**config.mk**
```make
export PLATFORM = sky130hd
export DESIGN_NAME = pc_sequencer
export DESIGN_NICKNAME = d
export VERILOG_FILES = /design/src/rtl/pc_pkg.sv /design/src/rtl/pc_ret_stack.sv /design/src/rtl/pc_sequencer.sv
export SDC_FILE = /design/constraint.sdc
export NUM_CORES = 1
export LEC_CHECK = 0
export CAP_MARGIN = 40
export CORE_ASPECT_RATIO = 1.75
export CORE_MARGIN = 2
export CORE_UTILIZATION = 54
export CTS_CLUSTER_DIAMETER = 40
export DETAILED_ROUTE_END_ITERATION = 10
export PLACE_DENSITY = 0.87
export SYNTH_ARGS = -nofsm -noshare
export SYNTH_HDL_FRONTEND = slang
export SYNTH_SLANG_ARGS = --single-unit
export TNS_END_PERCENT = 50
```
**constraint.sdc**
```tcl
create_clock -name clock -period 3.9 [get_ports clock]
set_input_delay 0.39 -clock clock [delete_from_list [all_inputs] [get_ports clock]]
set_output_delay 0.39 -clock clock [all_outputs]
set_load 0.02 [all_outputs]
```
**src/rtl/pc_pkg.sv**
```systemverilog
// Shared definitions for the PC sequencer: next-PC source encoding,
// default parameter constants and the request priority function.
package pc_pkg;

    localparam int unsigned DEF_WIDTH      = 16;
    localparam int unsigned DEF_STEP       = 2;
    localparam int unsigned DEF_DEPTH      = 4;
    localparam int unsigned DEF_RESET_ADDR = 0;

    typedef enum logic [2:0] {
        SEQ    = 3'd0,
        BRANCH = 3'd1,
        JUMP   = 3'd2,
        CALL   = 3'd3,
        RET    = 3'd4,
        HOLD   = 3'd5
    } next_src_e;

    // Fixed priority: stall > ret > call > jump > branch > sequential.
    function automatic next_src_e select_src(
        input logic stall,
        input logic ret_en,
        input logic call_en,
        input logic jump_en,
        input logic branch_en
    );
        next_src_e src;
        if (stall) begin
            src = HOLD;
        end else if (ret_en) begin
            src = RET;
        end else if (call_en) begin
            src = CALL;
        end else if (jump_en) begin
            src = JUMP;
        end else if (branch_en) begin
            src = BRANCH;
        end else begin
            src = SEQ;
        end
        return src;
    endfunction

endpackage

```
**src/rtl/pc_ret_stack.sv**
```systemverilog
// LIFO return-address stack. Contents are not reset; only the depth
// counter is, so a reset empties the stack without touching storage.
module pc_ret_stack
    import pc_pkg::*;
#(
    parameter int unsigned WIDTH = DEF_WIDTH,
    parameter int unsigned DEPTH = DEF_DEPTH,
    localparam int unsigned DW   = $clog2(DEPTH + 1)
) (
    input  logic             clock,
    input  logic             reset,
    input  logic             push_i,
    input  logic             pop_i,
    input  logic [WIDTH-1:0] push_data_i,
    output logic [WIDTH-1:0] pop_data_o,
    output logic [DW-1:0]    depth_o,
    output logic             full_o,
    output logic             empty_o
);

    localparam int unsigned AW = (DEPTH > 1) ? $clog2(DEPTH) : 1;

    logic [WIDTH-1:0] mem_q [DEPTH];
    logic [DW-1:0]    depth_q;
    logic [DW-1:0]    depth_d;
    logic             full;
    logic             empty;
    logic             do_push;
    logic             do_pop;
    logic [AW-1:0]    wr_idx;
    logic [AW-1:0]    top_idx;

    assign full    = (depth_q == DW'(DEPTH));
    assign empty   = (depth_q == '0);
    assign do_pop  = pop_i & ~empty;
    // Pop wins if both arrive; the sequencer never asserts both together.
    assign do_push = push_i & ~pop_i & ~full;
    assign wr_idx  = AW'(depth_q);
    assign top_idx = AW'(depth_q - DW'(1));

    always_comb begin
        depth_d = depth_q;
        if (do_pop) begin
            depth_d = depth_q - DW'(1);
        end else if (do_push) begin
            depth_d = depth_q + DW'(1);
        end
    end

    always_ff @(posedge clock or posedge reset) begin
        if (reset) begin
            depth_q <= '0;
        end else begin
            depth_q <= depth_d;
        end
    end

    always_ff @(posedge clock) begin
        if (do_push) begin
            mem_q[wr_idx] <= push_data_i;
        end
    end

    assign pop_data_o = empty ? '0 : mem_q[top_idx];
    assign depth_o    = depth_q;
    assign full_o     = full;
    assign empty_o    = empty;

endmodule

```
**src/rtl/pc_sequencer.sv**
```systemverilog
// Program-counter sequencer: prioritised next-PC selection with
// PC-relative branch, absolute jump, call/return and sticky stack flags.
module pc_sequencer
    import pc_pkg::*;
#(
    parameter int unsigned      WIDTH      = DEF_WIDTH,
    parameter int unsigned      STEP       = DEF_STEP,
    parameter int unsigned      DEPTH      = DEF_DEPTH,
    parameter logic [WIDTH-1:0] RESET_ADDR = WIDTH'(DEF_RESET_ADDR),
    localparam int unsigned     DW         = $clog2(DEPTH + 1)
) (
    input  logic             clock,
    input  logic             reset,
    input  logic             stall,
    input  logic             ret_en,
    input  logic             call_en,
    input  logic             jump_en,
    input  logic [WIDTH-1:0] jump_addr,
    input  logic             branch_en,
    input  logic [WIDTH-1:0] branch_off,
    output logic [WIDTH-1:0] pc,
    output logic [WIDTH-1:0] pc_next_seq,
    output logic [DW-1:0]    stack_depth,
    output logic             stack_overflow,
    output logic             stack_underflow
);

    next_src_e        src;
    logic [WIDTH-1:0] pc_q;
    logic [WIDTH-1:0] pc_d;
    logic [WIDTH-1:0] seq_addr;
    logic [WIDTH-1:0] branch_addr;
    logic             ovf_q;
    logic             ovf_d;
    logic             unf_q;
    logic             unf_d;
    logic             push;
    logic             pop;
    logic [WIDTH-1:0] stk_top;
    logic             stk_full;
    logic             stk_empty;

    assign src         = select_src(stall, ret_en, call_en, jump_en, branch_en);
    assign seq_addr    = pc_q + WIDTH'(STEP);
    assign branch_addr = pc_q + branch_off;

    // A call on a full stack still jumps; only the push is dropped.
    assign push = (src == CALL) & ~stk_full;
    assign pop  = (src == RET) & ~stk_empty;

    always_comb begin
        pc_d  = seq_addr;
        ovf_d = ovf_q;
        unf_d = unf_q;
        unique case (src)
            HOLD:   pc_d = pc_q;
            RET: begin
                if (stk_empty) begin
                    pc_d  = seq_addr;
                    unf_d = 1'b1;
                end else begin
                    pc_d = stk_top;
                end
            end
            CALL: begin
                pc_d = jump_addr;
                if (stk_full) begin
                    ovf_d = 1'b1;
                end
            end
            JUMP:   pc_d = jump_addr;
            BRANCH: pc_d = branch_addr;
            SEQ:    pc_d = seq_addr;
            default: pc_d = seq_addr;
        endcase
    end

    always_ff @(posedge clock or posedge reset) begin
        if (reset) begin
            pc_q  <= RESET_ADDR;
            ovf_q <= 1'b0;
            unf_q <= 1'b0;
        end else begin
            pc_q  <= pc_d;
            ovf_q <= ovf_d;
            unf_q <= unf_d;
        end
    end

    pc_ret_stack #(
        .WIDTH (WIDTH),
        .DEPTH (DEPTH)
    ) u_ret_stack (
        .clock       (clock),
        .reset       (reset),
        .push_i      (push),
        .pop_i       (pop),
        .push_data_i (seq_addr),
        .pop_data_o  (stk_top),
        .depth_o     (stack_depth),
        .full_o      (stk_full),
        .empty_o     (stk_empty)
    );

    assign pc              = pc_q;
    assign pc_next_seq     = seq_addr;
    assign stack_overflow  = ovf_q;
    assign stack_underflow = unf_q;

endmodule
```
==> Word level (Yosys, flattened, before mapping) <==
Memories as Yosys holds them, arrays and structs flattened.
Cells that the tools add are included.
{ "totals": {"register_bits": 21, "output_inout_bits": 37, "latch_bits": 0, "inputBits": 39, "ramBits": 64, "wordCells": 39, "rom_bits": 0, "mem_count": 1} }
{ "op_classes": {"n_reduce_logical": 5, "muxes": 11, "eq_ne": 6, "n_div": 0, "n_lt_le_gt_ge": 0, "addsub": 4, "mul": 0, "bitwise": 8, "shifts": 0} }
{ "memory_table": {"columns": ["memory", "depth", "word_bits", "read_ports", "rd_ports_with_merged_regs", "write_ports", "line_no", "text"], "rows": [
  ["u_ret_stack.mem_q", 4, 16, 1, 0, 1, "pc_ret_stack.sv:23", "logic [WIDTH-1:0] mem_q [DEPTH];"]
]} }
{ "op_table": {"columns": ["cell", "n"], "rows": [
  ["16-bit one-hot mux with 4 select lines", 1],
  ["16-bit adder", 1],
  ["16-bit by 2-bit adder with 16-bit output, second input constant", 1],
  ["16-bit two-way mux", 1],
  ["3-bit two-way mux", 4],
  ["3-bit equality test, second input constant", 3],
  ["3-bit by 2-bit equality test with 1-bit output, second input constant", 2],
  ["1-bit AND", 5],
  ["2-bit two-way mux", 2],
  ["2-bit AND reduction", 2],
  ["3-bit by 1-bit adder with 3-bit output, second input constant", 1],
  ["3-bit by 1-bit equality test with 1-bit output, second input constant", 1],
  ["3-bit zero test", 1],
  ["1-bit two-way mux", 3],
  ["1-bit inverter", 3],
  ["3-bit by 1-bit subtractor with 3-bit output, second input constant", 1],
  ["2-bit nonzero test", 1],
  ["2-bit OR reduction", 1]
]} }

==> Longest topological paths before layout <==
Gate-level depths: netlist of the first run.
{ "logic_depth": {"ltp_word": 12, "mapped_depth": 11, "depth_no_buf": 9} }

==> By module <==
From an unflattened synthesis of the first run, not the netlist that was laid out.
{ "hier_totals": {"cells_unflattened": 391, "hier_area_um2": 4839.6} }
{ "by_module_without_submodules": {"columns": ["mod", "cells_per_inst", "seq_area_each_um2", "area_each_um2", "n_inst"], "rows": [
  ["pc_ret_stack", 134, 1996.9, 2742.6, 1],
  ["pc_sequencer", 257, 450.4, 2097.0, 1]
]} }

==> Least setup slack after synthesis of the first run <==
Ideal clock, no wire load.
{ "synth_path": {"path_type": "reg2reg", "start": "register u_ret_stack.depth_q[0] (netlist: u_ret_stack.depth_o[0])", "end": "register pc_q[3] (netlist: pc[3])", "path_slack_ns": 1.049, "required_time_ns": 3.781, "path_buffers": 4, "setup_time_ns": 0.119, "stages_incl_launch_ff": 11, "synth_period_minus_slack_ns": 2.851, "t_arrival_ns": 2.732, "cell_sequence": "dfrtp_1 -> buf_6 -> buf_2 -> inv_1 -> ha_1 -> clkbuf_2 -> buf_1 -> mux4_2 -> a221oi_1 -> o221ai_1 -> o21a_1"} }
{ "synth_between": {"elab_chain_cells": 4, "elab_cells_between_ends": 5, "cone_classes": "add/sub: 1; mux: 2; reduce/logical: 1; memory: 1"} }
{ "synth_lines": {"columns": ["element", "line_no", "text"], "rows": [
  ["start: declaration", "pc_ret_stack.sv:24", "logic [DW-1:0] depth_q;"],
  ["start signal: assignment", "pc_ret_stack.sv:54", "depth_q <= depth_d;"],
  ["3-bit by 1-bit subtractor with 3-bit output", "pc_ret_stack.sv:39", "assign top_idx = AW'(depth_q - DW'(1));"],
  ["memory 4 x 16 bit", null, null],
  ["16-bit two-way mux *", "pc_sequencer.sv:58", "if (stk_empty) begin"],
  ["16-bit one-hot mux with 4 select lines *", "pc_sequencer.sv:55", "unique case (src)"],
  ["end signal: assignment", "pc_sequencer.sv:84", "pc_q <= pc_d;"],
  ["end: declaration", "pc_sequencer.sv:29", "logic [WIDTH-1:0] pc_q;"]
]} }
Every way passes the cells marked *; elsewhere a longest branch is shown, timed or not.
A chain may end at the register's enable or synchronous reset.

==> Worst setup path after layout of the first run <==
{ "layout_path": {"start": "register pc_q[1] (netlist: pc[1])", "end": "output pc_next_seq[9]"} }
{ "layout_between": {"elab_chain_cells": 1} }
{ "layout_lines": {"columns": ["element", "line_no", "text"], "rows": [
  ["16-bit by 2-bit adder with 16-bit output", "pc_sequencer.sv:44", "assign seq_addr = pc_q + WIDTH'(STEP);"],
  ["end: declaration", "pc_sequencer.sv:22", "output logic [WIDTH-1:0] pc_next_seq,"]
]} }
No other way between the ends.

==> flow_summary.toml, run 1 <==
[synthesis]
synthAdderAreaFrac = 0.0606
yosys_warnings = 0
synth_compound_area_frac = 0.160
synth-edff-count = 64
synth-main-ff-cell = "edfxtp_1"
synth_cells = 373
synth_nets = 434
synth-simple-area-share = 0.0984
synth_xor_area_frac = 0.0394
synthMuxAreaShare = 0.0864
synth_top_family_by_area = "compound AO/OA/AOI/OAI gates"
yosysUniqueCellTypes = 61
ys_ff_latch = 85
synth_seq_area_share = 0.525
postSynth.asyncResetShare = 0.247
syn_area_per_cell_um2 = 12.5
synth_area_um2 = 4670

[die]
die_h_um = 127
initial_core_util = 0.558
io_pins = 76
core.rowCount = 44
dieArea_um2 = 9430
die_w_um = 74.3
core_um2 = 8370

[global_route]
grt_pass1_vias = 3622
grt-ovfl-total = 0
grtUsageTotal = 0.271
grt_start_max_net_pins = 25
antenna_found_initial = 0
grt_pass1_wl_um = 18800

[finish]
drive_gt1_frac = 0.0885
layout_commonest_cell = "clkdlybuf4s50_1"
nets = 508
final_cells = 567
nFillCells = 597
final_core_util = 0.699
layout.cells.most_common_list = "75 x clkdlybuf4s50_1, 64 x edfxtp_1, 25 x a21oi_1"
n_antenna_cell = 0
area_delta_synth_final_pct = 25.3
fin_area_um2 = 5850

[power]
max-vdd-ir-drop_mv = 0.549
p_per_area_nw_per_um2 = 722
p_leak_uw = 0.00214

[detailed_routing]
ant_nets = 0
vias = 3619
drtIter0Drc = 339
drt_first_pass_iters = 5
drc = 0
drt-wirelength-per-cell_um = 21.4
avgViaCountPerCell = 6.38
wl_um = 12100

[sta]
timing.final.crit_share = 0.876
setup_tns_ns = 0
fin_skew_ns = 0.00547
hold_violations = 0
min_period_ns = 3.42
fmax_ghz = 0.293
slew_headroom = 0.398
setup_viol = 0
rsz0062_at_grt = "false"
tightest_slew_ns = 0.896
final-max-slew-violation-count = 0

[clock_tree]
clkLatencyLatePin_ns = 0.34
clock_sinks = 85
cts-buffers-inserted = 9
hold_buffers = 0
cts_tree = "yes"
post_cts_buffers = 0
cts_resized = 0
clkSlewWorstSetupHoldPaths_ns = 0.06
cts_root_buf = "clkbuf_16"
ctsHtreeMaxLevel = 3
clock_path_buffers = 2

[worst_setup_path]
ff2ff_path_depth = 8
path_delay_family = "buffers and inverters"
crit_type = "reg2out"
cpPeakStageDelay_ns = 0.75
r2r_setup_slack_ns = 1.15
reg2reg_to = "pc[10]"
start_kind = "flip-flop"
path_buf_inv = 1
r2r-start = "pc[1]"
path_cells = "ha_1, nand4_1, nor2_1, nand2_1, xnor2_1, clkdlybuf4s50_1"
crit_arrival_ns = 3.03
path_max_fanout = 8
slowest_stage = "clkdlybuf4s50_1"
endpoint_kind = "output pin"
cp.required_ns = 3.51

[placement]
port_buffers = 75
globalplace.congestion = 0.964
hpwl_um = 8920
postPlaceCellArea_um2 = 5540
dpl.cell_count = 551

[min_path]
min_path_type = "in2async"

[run_status]
status = "complete, no violations"

[run]
maxCapViolCount = 0
worst max path at each step:
stage / start / endpoint / slack [ns] / cells after the start
after global routing: pc[2] / pc_next_seq[11] / 0.34 / 6
after global placement: branch_off[0] / pc[10] / 0.94 / 10
final: pc[1] / pc_next_seq[9] / 0.48 / 6
after detailed placement: branch_off[0] / pc[10] / 0.84 / 10
after floorplan: u_ret_stack.depth_o[0] / pc[3] / 1.05 / 10
after CTS: pc[1] / pc_next_seq[11] / 0.53 / 6
layout make-up:
type	count	area [µm²]	area share
sequential	85	2450	0.418
tap	115	144	0.0246
inverter	14	52.6	0.00899
multi-input combinational	255	2070	0.355
timing repair buffer	82	823	0.141
clock inverter	7	81.3	0.0139
clock buffer	9	225	0.0385
per-stage QoR:
step | hold WS (ns) | total power [µW] | setup WS, ns
floorplan | 0.367 | 2640 | 1.05
global placement | 0.464 | 3290 | 0.945
detailed placement | 0.459 | 3360 | 0.842
CTS | 0.258 | 4230 | 0.534
global route | 0.284 | 4440 | 0.340
finish | 0.276 | 4220 | 0.485
cells by family after synthesis:
logic type	count (synthesis)
xor+xnor	21
simple gates	89
compound gates	105
fa+ha+maj	22
flops	85
buf+inv	33
mux	18
state kept, by name (all words and copies together) (netlist names):
| name | flops |
|---|---|
| u_ret_stack.depth_o | 3 |
| stack_overflow | 1 |
| u_ret_stack.mem_q | 64 |
| stack_underflow | 1 |
| pc | 16 |
synth_stat cells, types with 2 or more instances:
cell	number	area (µm²)
nand2_1	20	75.1
o21ai_0	18	90.1
edfxtp_1	64	1920
inv_1	13	48.8
nor2_1	15	56.3
a211oi_1	4	30.0
and4_1	2	17.5
mux4_1	6	158
nor3_1	8	40.0
a221oi_1	9	78.8
nand2b_1	4	25.0
and2_1	3	18.8
or2_2	3	18.8
nor2b_1	4	25.0
mux2i_1	2	20.0
nand4_1	7	43.8
nand3b_1	2	15.0
nand3_1	12	60.1
mux4_2	10	225
a21o_1	6	45.0
a221o_1	6	60.1
o211ai_1	3	22.5
dfrtp_1	21	526
buf_2	6	30.0
o21a_1	7	52.6
and3_1	4	25.0
clkbuf_1	9	33.8
xor2_1	9	78.8
xnor2_1	12	105
a2bb2oi_1	5	43.8
o221ai_1	2	17.5
ha_1	21	263
a21oi_1	25	125
a31oi_1	4	25.0
report_power, final:
| group | internal, µW | switching (µW) |
|---|---|---|
| clock network | 506 | 354 |
| registers | 1200 | 175 |
| logic | 894 | 1090 |
metal layers:
layer	GRT usage	routed length, µm	vias to the layer above
li1	-	-	1626
met1	0.331	4430	1762
met2	0.443	6440	178
met3	0.0381	631	53
met4	0.166	627	0
met5	0	0	-
Note: power is estimated with default switching activity, not from simulation.
==> run 2, diff against run 1 <==
--- a/config.mk
+++ b/config.mk
@@ -7,7 +7,7 @@
 export LEC_CHECK = 0
 export CAP_MARGIN = 40
 export CORE_ASPECT_RATIO = 1.75
-export CORE_MARGIN = 2
+export CORE_MARGIN = 4
 export CORE_UTILIZATION = 54
 export CTS_CLUSTER_DIAMETER = 40
 export DETAILED_ROUTE_END_ITERATION = 10
==> flow_summary.toml, run 2 (same netlist as run 1, synthesis figures left out) <==
[clock_tree]
hold_buffers = 0
cts-buffers-inserted = 9
cts_root_buf = "clkbuf_16"
ctsHtreeMaxLevel = 3
clock_path_buffers = 2
cts_tree = "yes"
clock_sinks = 85
clkSlewWorstSetupHoldPaths_ns = 0.06
post_cts_buffers = 0
clkLatencyLatePin_ns = 0.34
cts_resized = 0

[worst_setup_path]
start_kind = "flip-flop"
cp.required_ns = 3.51
crit_type = "reg2out"
cpPeakStageDelay_ns = 0.71
endpoint_kind = "output pin"
path_max_fanout = 8
path_buf_inv = 1
reg2reg_to = "pc[10]"
r2r-start = "pc[0]"
r2r_setup_slack_ns = 1.16
path_cells = "ha_1, nand4_1, nor2_1, and4_1, xor2_1, clkdlybuf4s50_1"
startpoint = "pc[2]"
slowest_stage = "clkdlybuf4s50_1"
ff2ff_path_depth = 9
crit_arrival_ns = 3.07
worst-path-stages = 6
path_delay_family = "simple AND/OR/NAND/NOR gates"

[global_route]
grt_start_max_net_pins = 25
grt_pass1_vias = 3684
antenna_found_initial = 0
grtUsageTotal = 0.248
grt_pass1_wl_um = 19100
grt-ovfl-total = 0

[detailed_routing]
wl_um = 12100
vias = 3620
ant_nets = 0
avgViaCountPerCell = 6.37
drt-wirelength-per-cell_um = 21.3
drc = 0
drtIter0Drc = 316
drt_first_pass_iters = 7

[placement]
globalplace.congestion = 0.933
hpwl_um = 8930
port_buffers = 75

[finish]
drive_gt1_frac = 0.0861
n_antenna_cell = 0
largest_reg_flops = 64
nFillCells = 613
final_core_util = 0.701
regMostFlops = "u_ret_stack.mem_q"
nets = 509
layout_commonest_cell = "clkdlybuf4s50_1"
area_delta_synth_final_pct = 25.7
layout.cells.most_common_list = "75 x clkdlybuf4s50_1, 64 x edfxtp_1, 25 x a21oi_1"

[power]
p_leak_uw = 0.00215
max-vdd-ir-drop_mv = 0.520
p_per_area_nw_per_um2 = 726

[sta]
hold_violations = 0
setup_viol = 0
setup_tns_ns = 0
fin_skew_ns = 0.00637
min_period_ns = 3.46
rsz0062_at_grt = "false"
tightest_slew_ns = 0.850
timing.final.crit_share = 0.887
fmax_ghz = 0.289
slew_headroom = 0.433
final-max-slew-violation-count = 0

[run]
maxCapViolCount = 0

[die]
io_pins = 76
core.rowCount = 44
initial_core_util = 0.558
die_w_um = 78.3
core_um2 = 8370
die_h_um = 131
dieArea_um2 = 10300

[run_status]
status = "complete, no violations"

[min_path]
min_path_type = "in2async"
==> run 2: metal layers <==
metal,track usage,share of wire,vias up
met3,0.0453,0.056,46
met5,0,0,-
met4,0.149,0.048,0
met2,0.426,0.53,158
met1,0.287,0.37,1787
li1,-,-,1629
==> run 2: report_power, final <==
| part | switching (µW) | internal, µW | total [µW] |
|---|---|---|---|
| logic | 1090 | 898 | 1990 |
| registers | 174 | 1200 | 1380 |
| clock network | 331 | 561 | 891 |
==> run 2: worst max-delay path by stage <==
stage	slack, ns	to
2_1_floorplan	1.05	pc[3]
3_3_place_gp	0.94	pc[10]
3_5_place_dp	0.85	pc_next_seq[11]
4_1_cts	0.48	pc_next_seq[11]
5_1_grt	0.25	pc_next_seq[11]
6_report	0.44	pc_next_seq[11]
==> run 2: area by class of cell <==
cell class,count,area (µm²),share of cell area
tap,115,144,0.0245
clock inverter,6,86.3,0.0147
sequential,85,2450,0.417
inverter,14,52.6,0.00896
clock buffer,10,229,0.0390
timing repair buffer,83,831,0.142
multi-input combinational,255,2070,0.354
==> run 2: through the flow <==
| stage | hold slack, ns | std cells | area, µm² | total power (µW) | setup WS [ns] |
|---|---|---|---|---|---|
| after CTS | 0.256 | 568 | 5860 | 4260 | 0.476 |
| after global routing | 0.264 | 568 | 5860 | 4490 | 0.254 |
| after global placement | 0.462 | 551 | 5520 | 3290 | 0.941 |
| final | 0.269 | 568 | 5860 | 4260 | 0.442 |
| after detailed placement | 0.466 | 552 | 5550 | 3360 | 0.852 |
| after floorplan | 0.367 | 373 | 4670 | 2640 | 1.05 |
==> run 2: worst register-to-register path: stages, from the launching register on <==
cell	delay, ns
dfrtp_1	0.48
ha_1	0.25
inv_1	0.07
fa_1	0.40
and2b_1	0.23
o31a_1	0.19
o32a_2	0.20
a31oi_1	0.10
or4b_2	0.65
nand3_1	0.10
==> run 3, diff against run 2 <==
--- a/config.mk
+++ b/config.mk
@@ -6,7 +6,6 @@
 export NUM_CORES = 1
 export LEC_CHECK = 0
 export CAP_MARGIN = 40
-export CORE_ASPECT_RATIO = 1.75
 export CORE_MARGIN = 4
 export CORE_UTILIZATION = 54
 export CTS_CLUSTER_DIAMETER = 40
==> flow_summary.toml, run 3 (same netlist as run 1, synthesis figures left out) <==
[clock_tree]
clock_path_buffers = 2
cts_resized = 0
cts-buffers-inserted = 9
clkLatencyLatePin_ns = 0.36
clkSlewWorstSetupHoldPaths_ns = 0.09
clock_sinks = 85
ctsHtreeMaxLevel = 3
cts_tree = "yes"
hold_buffers = 0
cts_root_buf = "clkbuf_8"
post_cts_buffers = 0

[sta]
timing.final.crit_share = 0.861
fin_skew_ns = 0.00788
setup_viol = 0
slew_headroom = 0.413
tightest_slew_ns = 0.881
hold_slack_ns = 0.309
setup_tns_ns = 0
hold_violations = 0
min_period_ns = 3.36
final-max-slew-violation-count = 0
rsz0062_at_grt = "false"
fmax_ghz = 0.298

[finish]
multi_input_area_um2 = 2070
seq_area_um2 = 2450
regMostFlops = "u_ret_stack.mem_q"
area_delta_synth_final_pct = 23.4
nets = 508
drive_gt1_frac = 0.0885
nFillCells = 573
layout.cells.most_common_list = "75 x clkdlybuf4s50_1, 64 x edfxtp_1, 25 x a21oi_1"
layout_commonest_cell = "clkdlybuf4s50_1"
largest_reg_flops = 64
n_antenna_cell = 0

[detailed_routing]
drt-wirelength-per-cell_um = 21.5
drtIter0Drc = 356
ant_nets = 0
dr_wl_met2_um = 5840
wl_um = 12000
drc = 0
wl_met1_um = 4950
vias = 3575
avgViaCountPerCell = 6.42
drt_first_pass_iters = 5
wl_met3_um = 903
top_layer = "met4"

[die]
io_pins = 76
core.rowCount = 33
core_um2 = 8300
dieArea_um2 = 10200
die_h_um = 101
initial_core_util = 0.562
die_w_um = 101

[worst_setup_path]
path_max_fanout = 8
r2r-start = "pc[1]"
cp.required_ns = 3.51
slowest_stage = "clkdlybuf4s50_1"
path_delay_family = "simple AND/OR/NAND/NOR gates"
path_buf_inv = 1
start_kind = "flip-flop"
crit_arrival_ns = 2.97
cpPeakStageDelay_ns = 0.69
path_cells = "ha_1, nand4_1, nor2_1, and4_1, xor2_1, clkdlybuf4s50_1"
startpoint = "pc[2]"
crit_type = "reg2out"
endpoint_kind = "output pin"

[min_path]
min_path_type = "in2async"

[power]
p_leak_uw = 0.00210
clockPowerShare = 0.174
power.share.sequential = 0.336
p_switching_uw = 1610
intPower_uw = 2470
p_comb_frac = 0.490
p_sw_frac = 0.395
p_per_area_nw_per_um2 = 709
max-vdd-ir-drop_mv = 0.484

[run]
maxCapViolCount = 0

[global_route]
grt-ovfl-total = 0
grt_start_max_net_pins = 25
grt_pass1_vias = 3535
antenna_found_initial = 0
grt_pass1_wl_um = 19100
grtUsageTotal = 0.245

[run_status]
status = "complete, no violations"

[placement]
hpwl_um = 8650
port_buffers = 75
globalplace.congestion = 0.895
==> run 3: final timing paths <==
kind	endpoint	slack (ns)	cells past startpoint
min in group clock	stack_overflow	0.48	1
max in group asynchronous	pc[9]	3.18	3
worst min register to register	stack_overflow	0.48	1
worst max-delay path	pc_next_seq[11]	0.54	6
worst max register to register	pc[10]	1.16	8
worst min-delay path	stack_underflow	0.31	2
==> run 3: cell type report <==
cell class	count	share of cell area
Inverter	14	0.00913
Sequential cell	85	0.425
Tap cell	105	0.0228
Clock inverter	7	0.0183
Multi-Input combinational cell	255	0.360
Timing Repair Buffer	82	0.143
Clock buffer	9	0.0215
==> run 3: per-layer routing <==
layer	global-route usage	vias to the layer above
met5	0	-
met4	0.0685	0
met3	0.0478	32
met2	0.397	192
met1	0.339	1729
li1	-	1622
==> run 3: per-stage QoR <==
step	instances	util	setup WS, ns	cell area (µm²)	power, µW
3_3_place_gp	540	0.663	0.955	5500	3290
2_1_floorplan	373	-	1.05	4670	2640
5_1_grt	557	0.694	0.391	5760	4300
6_report	557	0.694	0.542	5760	4090
4_1_cts	557	0.694	0.600	5760	4080
3_5_place_dp	541	0.666	0.883	5530	3360
==> run 3: worst register-to-register path, stage by stage (launching register included) <==
cell and delay [ns]:
dfrtp_1 0.51, inv_1 0.24, fa_1 0.48, and2b_1 0.22, o31a_1 0.18, o32a_2 0.20
a31oi_1 0.11, or4b_2 0.64, nand3_1 0.10
==> run 3: power groups by stage <==
| stage | Combinational, µW | Clock, µW | Sequential (µW) |
|---|---|---|---|
| after CTS | 2000 | 715 | 1370 |
| final | 2000 | 712 | 1370 |
| after floorplan | 1210 | 0 | 1440 |
| after global placement | 1910 | 0 | 1370 |
| after detailed placement | 1980 | 0 | 1380 |
| after global routing | 2150 | 756 | 1400 |
